**src/rtl/hamming_pkg.sv**
```systemverilog
// Shared constants, FSM state type and reference Hamming construction for the
// serial stream encoder.
package hamming_pkg;

    localparam int M_MAX = 5;
    localparam int N_MAX = (1 << M_MAX) - 1;
    localparam int K_MAX = N_MAX - M_MAX;

    typedef enum logic {ST_IDLE, ST_SHIFT} enc_state_t;

    function automatic int k_of(input int m);
        return (1 << m) - 1 - m;
    endfunction

    function automatic int n_of(input int m);
        return (1 << m) - 1;
    endfunction

    function automatic int l_of(input int m, input int ext);
        return n_of(m) + ((ext != 0) ? 1 : 0);
    endfunction

    function automatic logic is_pow2(input int pos);
        return (pos > 0) && ((pos & (pos - 1)) == 0);
    endfunction

    // Codeword bit (pos-1) holds position pos; bits above n_of(m) stay zero.
    function automatic logic [N_MAX-1:0] hamming_encode(input logic [K_MAX-1:0] data,
                                                        input int m);
        logic [N_MAX-1:0] cw;
        logic             p;
        int               di;
        cw = '0;
        di = 0;
        for (int pos = 1; pos <= N_MAX; pos++) begin
            if (pos <= n_of(m) && !is_pow2(pos)) begin
                cw[pos-1] = data[di];
                di++;
            end
        end
        for (int j = 0; j < M_MAX; j++) begin
            if (j < m) begin
                p = 1'b0;
                for (int pos = 1; pos <= N_MAX; pos++)
                    if (pos <= n_of(m) && pos[j]) p ^= cw[pos-1];
                cw[(1 << j) - 1] = p;
            end
        end
        return cw;
    endfunction

endpackage

```
**src/rtl/hamming_cw_gen.sv**
```systemverilog
// Combinational Hamming codeword generator; appends the overall-parity bit
// above position N when EXTENDED is set.
module hamming_cw_gen
    import hamming_pkg::*;
#(
    parameter int M        = 3,
    parameter int EXTENDED = 0
) (
    input  logic [k_of(M)-1:0]          data,
    output logic [l_of(M,EXTENDED)-1:0] cw
);
    localparam int K = k_of(M);
    localparam int N = n_of(M);

    logic [K_MAX-1:0] data_ext;
    logic [N_MAX-1:0] enc;
    logic [N-1:0]     cw_n;

    assign data_ext = K_MAX'(data);
    assign enc      = hamming_encode(data_ext, M);
    assign cw_n     = N'(enc);

    generate
        if (EXTENDED != 0) begin : g_ext
            assign cw = {^cw_n, cw_n};
        end else begin : g_noext
            assign cw = cw_n;
        end
    endgenerate

endmodule

```
**src/rtl/hamming_stream_encoder.sv**
```systemverilog
// Parallel-in, serial-out Hamming encoder: one-word input buffer feeding an
// LSB-first shift register, with a runtime uncoded bypass.
module hamming_stream_encoder
    import hamming_pkg::*;
#(
    parameter int M        = 3,
    parameter int EXTENDED = 0,
    parameter int CNT_W    = 16
) (
    input  logic               clk,
    input  logic               rst,
    input  logic               mode,
    input  logic [k_of(M)-1:0] in_data,
    input  logic               in_valid,
    output logic               in_ready,
    output logic               out_bit,
    output logic               out_valid,
    input  logic               out_ready,
    output logic               out_sof,
    output logic               out_eof,
    output logic [CNT_W-1:0]   word_cnt
);
    localparam int K  = k_of(M);
    localparam int L  = l_of(M, EXTENDED);
    localparam int IW = $clog2(L + 1);

    enc_state_t      state, state_nx;
    logic            buf_full, buf_mode, rst_done;
    logic [K-1:0]    buf_data;
    logic [L-1:0]    cw, sr, load_word;
    logic [IW-1:0]   idx, last_idx, load_last;
    logic [CNT_W-1:0] cnt;
    logic            accept, adv, at_last, load;

    hamming_cw_gen #(.M(M), .EXTENDED(EXTENDED)) u_cw (
        .data (buf_data),
        .cw   (cw)
    );

    // rst_done keeps in_ready low until the first edge after reset release.
    assign in_ready  = rst_done & ~buf_full & ~rst;
    assign accept    = in_valid & in_ready;
    assign out_valid = (state == ST_SHIFT);
    assign adv       = out_valid & out_ready;
    assign at_last   = (idx == last_idx);
    assign out_bit   = out_valid & sr[0];
    assign out_sof   = out_valid & (idx == '0);
    assign out_eof   = out_valid & at_last;
    assign word_cnt  = cnt;

    assign load_word = buf_mode ? L'(buf_data) : cw;
    assign load_last = buf_mode ? IW'(K - 1) : IW'(L - 1);

    always_comb begin
        state_nx = state;
        load     = 1'b0;
        case (state)
            ST_IDLE: begin
                if (buf_full) begin
                    load     = 1'b1;
                    state_nx = ST_SHIFT;
                end
            end
            ST_SHIFT: begin
                if (adv && at_last) begin
                    if (buf_full) load = 1'b1;
                    else          state_nx = ST_IDLE;
                end
            end
            default: state_nx = ST_IDLE;
        endcase
    end

    always_ff @(posedge clk) begin
        if (rst) state <= ST_IDLE;
        else     state <= state_nx;
    end

    always_ff @(posedge clk) begin
        if (rst) begin
            buf_full <= 1'b0;
            buf_mode <= 1'b0;
            buf_data <= '0;
            sr       <= '0;
            idx      <= '0;
            last_idx <= '0;
            cnt      <= '0;
            rst_done <= 1'b0;
        end else begin
            rst_done <= 1'b1;
            if (load) begin
                sr       <= load_word;
                last_idx <= load_last;
                idx      <= '0;
                buf_full <= 1'b0;
            end else if (adv) begin
                sr  <= sr >> 1;
                idx <= idx + 1'b1;
            end
            // A same-edge accept refills the buffer the load just drained.
            if (accept) begin
                buf_full <= 1'b1;
                buf_data <= in_data;
                buf_mode <= mode;
                cnt      <= cnt + 1'b1;
            end
        end
    end

endmodule

```
**config.mk**
```make
export PLATFORM = sky130hd
export DESIGN_NAME = hamming_stream_encoder
export DESIGN_NICKNAME = d
export VERILOG_FILES = /design/src/rtl/hamming_pkg.sv /design/src/rtl/hamming_cw_gen.sv /design/src/rtl/hamming_stream_encoder.sv
export SDC_FILE = /design/constraint.sdc
export NUM_CORES = 1
export LEC_CHECK = 0
export CAP_MARGIN = 10
export CORE_ASPECT_RATIO = 1.1
export CORE_MARGIN = 2
export CORE_UTILIZATION = 40
export DETAILED_ROUTE_END_ITERATION = 10
export HOLD_SLACK_MARGIN = 0.03
export PLACE_DENSITY_LB_ADDON = 0.3
export SETUP_SLACK_MARGIN = 0.3
export SYNTH_ARGS = -nofsm -noshare
export SYNTH_HDL_FRONTEND = slang
export SYNTH_HIERARCHICAL = 1
export SYNTH_SLANG_ARGS = --single-unit
export TNS_END_PERCENT = 20
```
**constraint.sdc**
```tcl
create_clock -name clk -period 2.3 [get_ports clk]
set_clock_uncertainty 0.15 [all_clocks]
set_input_delay 0.23 -clock clk [delete_from_list [all_inputs] [get_ports clk]]
set_output_delay 0.23 -clock clk [all_outputs]
set_load 0.01 [all_outputs]
```
; Word-level counts from Yosys, hierarchy flattened
; Cells that the tools add are included.
[totals]
reg_bits = 37
in_bits = 9
output_inout_bits = 21
wordCells = 45
[classes]
add_sub_neg = 2
n_eq_ne = 1
mux = 12
n_bitwise = 16
reduce_logical = 5
[ops]
columns = operator, count
row1 = $mux W7, 3
row2 = $add A16 B1 Y16 const B, 1
row3 = $and A1 B1 Y1, 7
row4 = $mux W1, 6
row5 = $xor A1 B1 Y1, 6
row6 = $pmux W1 S2, 2
row7 = $reduce_bool A2 Y1, 2
row8 = $add A3 B1 Y3 const B, 1
row9 = $eq A3 B3 Y1, 1
row10 = $logic_not A3 Y1, 1
row11 = $mux W3, 1
row12 = $not A1 Y1, 3
row13 = $reduce_or A2 Y1, 1
row14 = $logic_and A1 B1 Y1, 1

; Depth between registers and ports, before layout
; Gate-level depths: netlist of the first run.
[logic_depth]
depth_word = 6
ltp_mapped = 6
ltp_nobuf = 5

; Hierarchy
; The synthesis of the first run kept the hierarchy.
[by_module_without_submodules]
columns = module, n_inst, cells_per_inst, area_per_inst_um2, seq_area_each_um2
row1 = hamming_stream_encoder, 1, 193, 1660.3, 740.7
row2 = hamming_cw_gen, 1, 7, 101.3, 0.0

; Worst setup path before layout of the first run
; No wires, ideal clock.
[synth_path]
path_type = register to register
start = register cnt[3], in the netlist word_cnt[3]
end = register cnt[15], in the netlist word_cnt[15]
setup_ns = 0.070
arrival_time_ns = 1.547
t_required_ns = 2.080
slack_ns = 0.533
path_stages_with_launch = 6
path_buffers = 1
synth_period_minus_slack_ns = 1.767
cell_sequence = dfxtp_1 and4_1 buf_2 nand4_1 or4_1 a21oi_1
[synth_via]
elab_chain_cells = 1
[synth_lines]
columns = element, line_no
row1 = "start, declared", hamming_stream_encoder.sv:32  ; logic [CNT_W-1:0] cnt;
row2 = "start signal, assigned", hamming_stream_encoder.sv:105  ; cnt <= cnt + 1'b1;
row3 = $add A16 B1 Y16, hamming_stream_encoder.sv:105
; No other way between the ends.
; A chain may end at the register's enable or synchronous reset.

; Worst setup path in the final report of the first run
[layout_path]
start = register idx[0]
end = output out_sof
[layout_via]
elab_chain_cells = 2
[layout_lines]
columns = element, line_no
row1 = "start, declared", hamming_stream_encoder.sv:31  ; logic [IW-1:0] idx, last_idx, load_last;
row2 = "start signal, assigned", hamming_stream_encoder.sv:98  ; idx <= idx + 1'b1;
row3 = $logic_not A3 Y1, hamming_stream_encoder.sv:47  ; assign out_sof = out_valid & (idx == '0);
row4 = $and A1 B1 Y1, hamming_stream_encoder.sv:47
row5 = "end, declared", hamming_stream_encoder.sv:19  ; output logic out_sof,
; No other way between the ends.

==> flow_summary_export.csv, run 1 <==
group,metric,value,unit
outcome,status,"finished clean",
cells_and_area,syn_to_final_growth,24.1,%
clock_tree,insertion_delay,290,ps
cells_and_area,drive_above_1_share,0.0749,
clock_tree,clock_sinks,37,
power_and_ir_drop,p_per_area,558,mW/mm^2
cells_and_area,diodes,0,
global_route,antenna_found_initial,0,
critical_path,cp_cell_sequence,"inv_1 -> ha_1 -> nand2_1 -> nor2_1 -> clkdlybuf4s50_1",
critical_path,crit_start,"idx[0]$_SDFFE_PP0N_",
detailed_routing,wl_per_cell,13.0,um
synthesis,ys_seq_elements,37,
place,dp_slack,167,ps
cells_and_area,fin_util,0.514,
cells_and_area,nFillCells,446,
synthesis,synth_cell_types,35,
timing,maxSlewViolCount,0,
critical_path,reg2reg_from,"word_cnt[8]$_SDFFE_PP0P_",
clock_tree,cts_root_buffer,"clkbuf_8",
detailed_routing,drt_iter0_drc,56,
synthesis,syn_nets,212,
timing,worst_pin_slew,373,ps
synthesis,syn_area,0.00176,mm^2
timing,setup_violations,0,
critical_path,cpPeakStageDelay,540,ps
critical_path,cp_top_family,"buffers and inverters",
power_and_ir_drop,power.leakage,0.792,nW
cells_and_area,final_common_cell,"dfxtp_1",
job,maxCapViolations,0,
synthesis,synthCells,200,
global_route,grt_pass1_vias,1366,
power_and_ir_drop,peakVddDrop,0.296,mV
timing,setup_ws,387,ps
global_route,grt_use_total,0.165,
global_route,grt-ovfl-total,0,
worst_hold_path,min_path_type,"in2reg",
critical_path,path_max_fanout,3,
clock_tree,cts_max_path_buffers,2,
clock_tree,ctsHoldBuffers,0,
critical_path,slowest_stage,"clkdlybuf4s50_1",
critical_path,cp_num_buf_inv,2,
timing,rsz0062_at_grt,"false",
critical_path,crit_path_end_kind,"primary output",
place,portBuffers,29,
detailed_routing,vias_per_cell,5.25,
place,gp_congestion,0.767,
detailed_routing,dr_total_vias,1476,
floorplan,chipHeight,73.6,um
clock_tree,clk_pin_slew_worst_paths,70,ps
critical_path,critPathKind,"reg2out",
critical_path,rrSetupSlack,500,ps
synthesis,yosysWarnings,6,
timing,hold_slack,333,ps
timing,finalHoldViolCount,0,
global_route,grt_max_degree,35,
global_route,grt_first_pass_wirelength,6.10,mm
timing,period_needed,1910,ps
synthesis,syn_avg_cell_area,8.81,um^2
clock_tree,h-tree-depth,2,
detailed_routing,remaining_drc_errors,0,
detailed_routing,finalWirelength,3.65,mm
floorplan,die_area,0.00495,mm^2
cells_and_area,nets,239,
critical_path,cp_data_arrival_time,1530,ps
place,dp_hpwl,2.48,mm
timing,timing.fmax,523,MHz
timing,slew_headroom,0.751,
detailed_routing,ant_nets,0,
worst_hold_path,holdCritStartpoint,"in_data[3]",
detailed_routing,dr.pass1.iters,4,
critical_path,critical_path.startpoint_type,"flop",
floorplan,fp-row-count,25,
floorplan,io_pins,30,
floorplan,die_x,67.3,um
cells_and_area,final_cell_mix,"36 x dfxtp_1, 28 x clkdlybuf4s50_1, 23 x nand2_1",
clock_tree,numCtsBuffers,5,
timing,fin_crit_sh,0.832,
clock_tree,cts_tree,"done",
critical_path,required,1920,ps
floorplan,initial_core_util,0.414,
timing,setup_tns,0,ps
synthesis,yosysSeqAreaShare,0.420,
floorplan,core_area,0.00425,mm^2
==> worst register-to-register path: stages, from the launching register on <==
cell and delay (ps):
dfxtp_1 430, and4_1 260, nand4_1 210, or4_1 540
a21oi_1 140
==> worst paths after layout <==
| check | endpoint | depth (start not counted) |
|---|---|---|
| setup / recovery | out_sof | 5 |
| hold / removal | buf_data[3]$_SDFFE_PP0P_ | 3 |
| setup reg to reg | word_cnt[15]$_SDFFE_PP0P_ | 4 |
| hold reg to reg | last_idx[1]$_SDFFE_PP0P_ | 2 |
==> metrics by stage <==
| step | area (um^2) | std cells | power (W) |
|---|---|---|---|
| floorplan | 1760 | 200 | 0.000741 |
| global placement | 2100 | 274 | 0.000777 |
| detailed placement | 2100 | 274 | 0.000779 |
| CTS | 2180 | 281 | 0.00123 |
| global route | 2190 | 281 | 0.00127 |
| finish | 2190 | 281 | 0.00122 |
==> registers in the layout, summed over array words and instances, names as in the netlist <==
| signal | cells |
|---|---|
| last_idx | 3 |
| word_cnt | 16 |
| buf_full | 1 |
| rst_done | 1 |
| out_valid | 1 |
| idx | 3 |
| buf_data | 4 |
| sr | 7 |
| buf_mode | 1 |
==> what timing repair did <==
action	4_1_cts	5_1_grt
setup buffers	0	0
setup endpoints to repair	1	1
endpoints found under the hold margin	0	0
gates resized for setup	1	1
==> synthesized netlist by cell type <==
cell type	n	share of area
mux2i_1	6	0.034
or3_1	7	0.025
clkbuf_1	7	0.015
o31ai_1	1	0.0043
a211oi_1	10	0.043
and3_1	5	0.018
buf_2	4	0.011
nand3_1	8	0.023
nor3b_1	1	0.0043
or4b_2	1	0.0057
and2_1	2	0.0071
nor3_1	6	0.017
nor4b_1	1	0.0050
nand2_1	23	0.049
or4_1	1	0.0043
a21oi_1	18	0.051
xnor2_1	4	0.020
inv_1	3	0.0064
nand4_1	3	0.011
or2_1	1	0.0036
nor4_1	1	0.0036
buf_4	4	0.017
xor3_1	3	0.040
dfxtp_1	37	0.42
and4_1	2	0.0099
o21ai_0	9	0.026
o41ai_1	1	0.0050
nand3b_1	2	0.0085
nor2_1	12	0.026
buf_1	1	0.0021
nand2b_1	3	0.011
nand4bb_1	1	0.0064
xor2_1	8	0.040
and4bb_2	1	0.0071
ha_1	3	0.021
==> area by class of cell <==
type	count	area, um^2	share of cell area
Clock buffer	7	86.3	0.0395
Inverter	3	11.3	0.00515
Multi-Input combinational cell	144	937	0.429
Sequential cell	37	742	0.339
Tap cell	54	67.6	0.0309
Timing Repair Buffer	36	342	0.156
==> cells by family after synthesis <==
family                     after synthesis  synth area share
muxes                                    6            0.0341
AOI/OAI and AO/OA                       39             0.129
and+or+nand+nor                         81             0.244
DFF                                     37             0.420
xor gates and xnor gates                15             0.100
adders and majority gates                3            0.0213
buffers and inverters                   19            0.0518
==> power breakdown <==
group	internal, W	switching, W
clock network	0.000238	0.000218
registers	0.000655	0.0000126
logic	0.0000504	0.0000456
total	0.000943	0.000276
==> metal layers <==
metal	track usage	part of all wire	wire length [um]
met5	0	0	0
met4	0.0884	0.019	71
met3	0.0459	0.041	149
met2	0.262	0.45	1640
met1	0.202	0.49	1790
Note: power is estimated with default switching activity, not from simulation.
==> run 2: changes to the inputs <==
Clock period 2.3 ns to 1.95 ns, I/O delays scaled along.
==> run 2 against run 1 <==
Via count grew 5.0%. First-iteration DRC count increased by 3.6%. Combinational power rose by 41%. Sequential share of layout area is 2.0 points lower. Sequential power grew 17%. Count of clock-buffer cells in the layout is the same. Core utilization grew 6.1 points. Setup slack lost 120 ps. Global-route usage is 0.44 points higher. Die area did not move. Critical path depth is 1 higher. Register-to-register slack lost 200 ps.
==> flow_summary_export.csv, run 2 (synthesis results as in run 1) <==
group,metric,value,unit
detailed_routing,wl_per_cell,13.3,um
global_route,grt_first_pass_wirelength,6.21,mm
floorplan,fp-row-count,25,
critical_path,path_max_fanout,6,
clock_tree,numCtsBuffers,5,
clock_tree,h-tree-depth,2,
cells_and_area,nets,251,
cells_and_area,register_area,779,um^2
detailed_routing,drt_iter0_drc,58,
cells_and_area,final_common_cell,"clkdlybuf4s50_1",
cells_and_area,drive_above_1_share,0.254,
detailed_routing,dr_total_vias,1550,
floorplan,io_pins,30,
place,dp_slack,-71.9,ps
floorplan,initial_core_util,0.414,
job,maxCapViolations,0,
detailed_routing,dr.pass1.iters,4,
critical_path,rrSetupSlack,300,ps
worst_hold_path,min_path_type,"in2reg",
clock_tree,cts_max_path_buffers,2,
cells_and_area,fin_cells,294,
place,gp_congestion,0.740,
timing,worst_pin_slew,386,ps
critical_path,cp_data_arrival_time,1760,ps
critical_path,cp_num_buf_inv,2,
timing,period_needed,1680,ps
global_route,grt-ovfl-total,0,
detailed_routing,finalWirelength,3.92,mm
critical_path,critPathCapture,"word_cnt[14]$_SDFFE_PP0P_",
place,portBuffers,29,
global_route,antenna_found_initial,0,
timing,slew_headroom,0.742,
power_and_ir_drop,peakVddDrop,0.359,mV
critical_path,slowest_stage,"clkdlybuf4s50_1",
global_route,grt_pass1_vias,1336,
power_and_ir_drop,power.leakage,0.899,nW
detailed_routing,remaining_drc_errors,0,
cells_and_area,syn_to_final_growth,38.7,%
cells_and_area,diodes,0,
place,dp_hpwl,2.62,mm
clock_tree,ctsHoldBuffers,0,
critical_path,cp_top_family,"simple AND/OR/NAND/NOR gates",
cells_and_area,nFillCells,384,
clock_tree,cts_root_buffer,"clkbuf_8",
critical_path,critPathKind,"in2reg",
timing,setup_tns,0,ps
critical_path,crit_start,"rst",
cells_and_area,largest_reg_flops,16,
clock_tree,cts_tree,"done",
global_route,grt_use_total,0.170,
critical_path,r2r-end,"last_idx[0]$_SDFFE_PP0P_",
clock_tree,clock_sinks,37,
critical_path,reg2regPathDepth,5,
floorplan,die_x,67.3,um
clock_tree,clk_pin_slew_worst_paths,70,ps
critical_path,worstSetupPathDepth,6,
timing,timing.fmax,594,MHz
critical_path,critical_path.startpoint_type,"primary input",
timing,setup_violations,0,
power_and_ir_drop,p_per_area,654,mW/mm^2
critical_path,required,2030,ps
clock_tree,insertion_delay,290,ps
floorplan,die_area,0.00495,mm^2
outcome,status,"finished clean",
power_and_ir_drop,power,0.00160,W
global_route,grt_max_degree,19,
timing,setup_ws,266,ps
critical_path,reg2reg_from,"last_idx[0]$_SDFFE_PP0P_",
cells_and_area,final_cell_mix,"25 x clkdlybuf4s50_1, 23 x nand2_1, 20 x dfxtp_1",
timing,fin_crit_sh,0.864,
cells_and_area,multi_input_area,0.00104,mm^2
critical_path,cpPeakStageDelay,440,ps
timing,rsz0062_at_grt,"true",
place,dp_cells,280,
detailed_routing,ant_nets,0,
timing,maxSlewViolCount,0,
floorplan,chipHeight,73.6,um
floorplan,core_area,0.00425,mm^2
critical_path,cp_cell_sequence,"clkdlybuf4s50_1 -> buf_4 -> and4bb_4 -> nand3_1 -> or3_1 -> a21oi_1",
timing,finalHoldViolCount,0,
critical_path,crit_path_end_kind,"flop",
detailed_routing,vias_per_cell,5.27,
## run 2: per-layer routing
metal	track usage	vias up	share of wire
met1	0.198	728	0.44
met5	0	-	0
li1	-	779	-
met3	0.0536	7	0.053
met4	0.0612	0	0.015
met2	0.289	36	0.50
## run 2: how the worst min path moves through the flow
stage / cells after the start / startpoint / slack [ps] / to
6_report: 3 / in_data[1] / 300 / buf_data[1]$_SDFFE_PP0P_
5_1_grt: 3 / in_data[2] / 320 / buf_data[2]$_SDFFE_PP0P_
4_1_cts: 3 / in_data[1] / 300 / buf_data[1]$_SDFFE_PP0P_
3_5_place_dp: 2 / word_cnt[1]$_SDFFE_PP0P_ / 320 / word_cnt[1]$_SDFFE_PP0P_
3_3_place_gp: 2 / word_cnt[1]$_SDFFE_PP0P_ / 320 / word_cnt[1]$_SDFFE_PP0P_
2_1_floorplan: 2 / in_data[1] / 180 / buf_data[1]$_SDFFE_PP0P_
## run 2: cell type report
type                    count  area share
clock inverters             1      0.0123
flip-flops and latches     37       0.319
clock buffers               7      0.0353
repair buffers             48       0.176
well taps                  54      0.0276
inverters                   3     0.00461
multi-input cells         144       0.426
## run 2: where the power goes
group          switching, W  leakage, nW  internal (W)
Combinational     0.0000602        0.530     0.0000752
Clock              0.000266       0.0585      0.000417
Sequential        0.0000166        0.310      0.000763
## run 2: worst min-delay path, delay by kind of cell
kind                   cells  cell delay (ps)
AOI/OAI and AO/OA          1               50
buffers and inverters      1              390
and+or+nand+nor            1               60
## run 2: through the flow
| step | hold WS (ps) | instance area (um^2) | utilization |
|---|---|---|---|
| 6_report | 302 | 2440 | 0.574 |
| 5_1_grt | 317 | 2440 | 0.574 |
| 4_1_cts | 298 | 2290 | 0.539 |
| 3_5_place_dp | 325 | 2170 | 0.509 |
| 3_3_place_gp | 320 | 2170 | 0.509 |
| 2_1_floorplan | 181 | 1800 | - |
## run 2: what timing repair did
action,CTS,global route
pin swaps,0,8
gates resized for setup,12,27
setup buffers,0,6
setup endpoints to repair,12,21
==> run 3: changes to the inputs <==
Settings changed: MAX_ROUTING_LAYER from default to met4.
==> run 3 against run 2 <==
Clock power hardly changed. Count of clock-buffer cells in the layout stayed put. Largest power group unchanged. Fmax is 0.75% lower. Critical path depth stayed put. Sequential share of layout area is 0.10 points lower. Combinational power hardly changed. Via count is 0.13% higher.
==> flow_summary_export.csv, run 3 (synthesis results as in run 1) <==
group,metric,value,unit
outcome,status,"finished clean",
place,place_area,0.00217,mm^2
critical_path,rrSetupSlack,290,ps
cells_and_area,final_area,0.00244,mm^2
detailed_routing,finalWirelength,3.95,mm
cells_and_area,largest_reg_flops,16,
global_route,grt_first_pass_wirelength,6.21,mm
critical_path,cp_data_arrival_time,1770,ps
floorplan,io_pins,30,
place,dp_slack,-71.9,ps
power_and_ir_drop,power.leakage,0.900,nW
cells_and_area,final_cell_mix,"25 x clkdlybuf4s50_1, 23 x nand2_1, 20 x dfxtp_1",
detailed_routing,dr_total_vias,1552,
timing,setup_ws,253,ps
timing,slew_headroom,0.696,
timing,rsz0062_at_grt,"true",
place,gp_congestion,0.750,
place,portBuffers,29,
critical_path,reg2reg_from,"buf_full$_SDFFE_PP0P_",
cells_and_area,nets,251,
clock_tree,clock_sinks,37,
floorplan,fp-row-count,25,
timing,maxSlewViolCount,0,
power_and_ir_drop,power,0.00160,W
detailed_routing,remaining_drc_errors,0,
critical_path,critPathKind,"in2reg",
clock_tree,cts_tree,"done",
clock_tree,h-tree-depth,2,
power_and_ir_drop,p_per_area,655,mW/mm^2
worst_hold_path,whs_path_depth,3,
floorplan,die_x,67.3,um
timing,period_needed,1700,ps
detailed_routing,dr.pass1.iters,4,
clock_tree,cts_root_buffer,"clkbuf_8",
detailed_routing,drt_iter0_drc,75,
timing,hold_slack,301,ps
power_and_ir_drop,peakVddDrop,0.366,mV
detailed_routing,ant_nets,0,
critical_path,reg2regPathDepth,5,
timing,timing.fmax,589,MHz
timing,setup_violations,0,
cells_and_area,diodes,0,
global_route,antenna_found_initial,0,
global_route,grt-ovfl-total,0,
timing,fin_crit_sh,0.870,
worst_hold_path,holdCritStartpoint,"in_data[1]",
clock_tree,insertion_delay,290,ps
cells_and_area,drive_above_1_share,0.246,
clock_tree,clk_pin_slew_worst_paths,70,ps
clock_tree,cts_max_path_buffers,2,
cells_and_area,nFillCells,386,
global_route,grt_max_degree,19,
global_route,grt_use_total,0.175,
critical_path,path_max_fanout,6,
place,dp_hpwl,2.62,mm
clock_tree,numCtsBuffers,5,
cells_and_area,final_common_cell,"clkdlybuf4s50_1",
worst_hold_path,min_path_type,"in2reg",
timing,setup_tns,0,ps
cells_and_area,syn_to_final_growth,38.7,%
worst_hold_path,hold_end,"buf_data[1]$_SDFFE_PP0P_",
floorplan,die_area,0.00495,mm^2
critical_path,crit_path_end_kind,"flop",
job,maxCapViolations,0,
detailed_routing,wl_per_cell,13.4,um
floorplan,core_area,0.00425,mm^2
critical_path,critical_path.startpoint_type,"primary input",
floorplan,chipHeight,73.6,um
global_route,grt_pass1_vias,1335,
critical_path,required,2020,ps
critical_path,r2r-end,"word_cnt[11]$_SDFFE_PP0P_",
floorplan,initial_core_util,0.414,
clock_tree,ctsHoldBuffers,0,
detailed_routing,vias_per_cell,5.28,
timing,worst_pin_slew,454,ps
timing,finalHoldViolCount,0,
-- run 3: repair_timing --
action | CTS | global route
setup buffers | 0 | 6
pin swaps | 0 | 8
hold endpoints to repair | 0 | 0
resized for setup | 12 | 24
setup endpoints to repair | 12 | 21
-- run 3: worst max path at each step --
| stage | from | to | cells after the start |
|---|---|---|---|
| finish | rst | word_cnt[14]$_SDFFE_PP0P_ | 6 |
| global route | last_idx[0]$_SDFFE_PP0P_ | sr[2]$_SDFFE_PP0P_ | 5 |
| CTS | buf_full$_SDFFE_PP0P_ | word_cnt[15]$_SDFFE_PP0P_ | 4 |
| detailed placement | rst | word_cnt[15]$_SDFFE_PP0P_ | 5 |
| global placement | rst | word_cnt[15]$_SDFFE_PP0P_ | 5 |
| floorplan | word_cnt[6]$_SDFFE_PP0P_ | word_cnt[15]$_SDFFE_PP0P_ | 5 |
-- run 3: metal layers --
metal  vias up  share of wire  wire [um]  global-route usage
li1        780              -          -                   -
met1       728           0.44       1720               0.200
met2        37           0.50       1980               0.289
met3         7          0.049        193              0.0505
met4         0          0.015         59              0.0612
met5         -              0          0                   -
-- run 3: worst max-delay path, stage by stage --
cell,delay (ps)
clkdlybuf4s50_1,440
buf_4,150
and4bb_4,340
nand3_1,120
or3_1,380
a21oi_1,140
-- run 3: cell type report --
class,instances,area (um^2),share of cell area
Multi-Input combinational cell,144,1030,0.421
Sequential cell,37,777,0.318
Timing Repair Buffer,48,442,0.181
Clock buffer,7,86.3,0.0353
Tap cell,54,67.6,0.0276
Clock inverter,1,30.0,0.0123
Inverter,3,11.3,0.00461
-- run 3: per-stage QoR --
stage                     std cells  utilization
after floorplan                 200            -
after global placement          280        0.509
after detailed placement        280        0.509
after CTS                       288        0.539
after global routing            294        0.574
final                           294        0.574
-- run 3: where the power goes --
| group | internal (W) | switching (W) | leakage [nW] | total (W) |
|---|---|---|---|---|
| combinational | 0.0000752 | 0.0000599 | 0.531 | 0.000135 |
| sequential | 0.000764 | 0.0000165 | 0.310 | 0.000781 |
| clock | 0.000417 | 0.000268 | 0.0585 | 0.000685 |
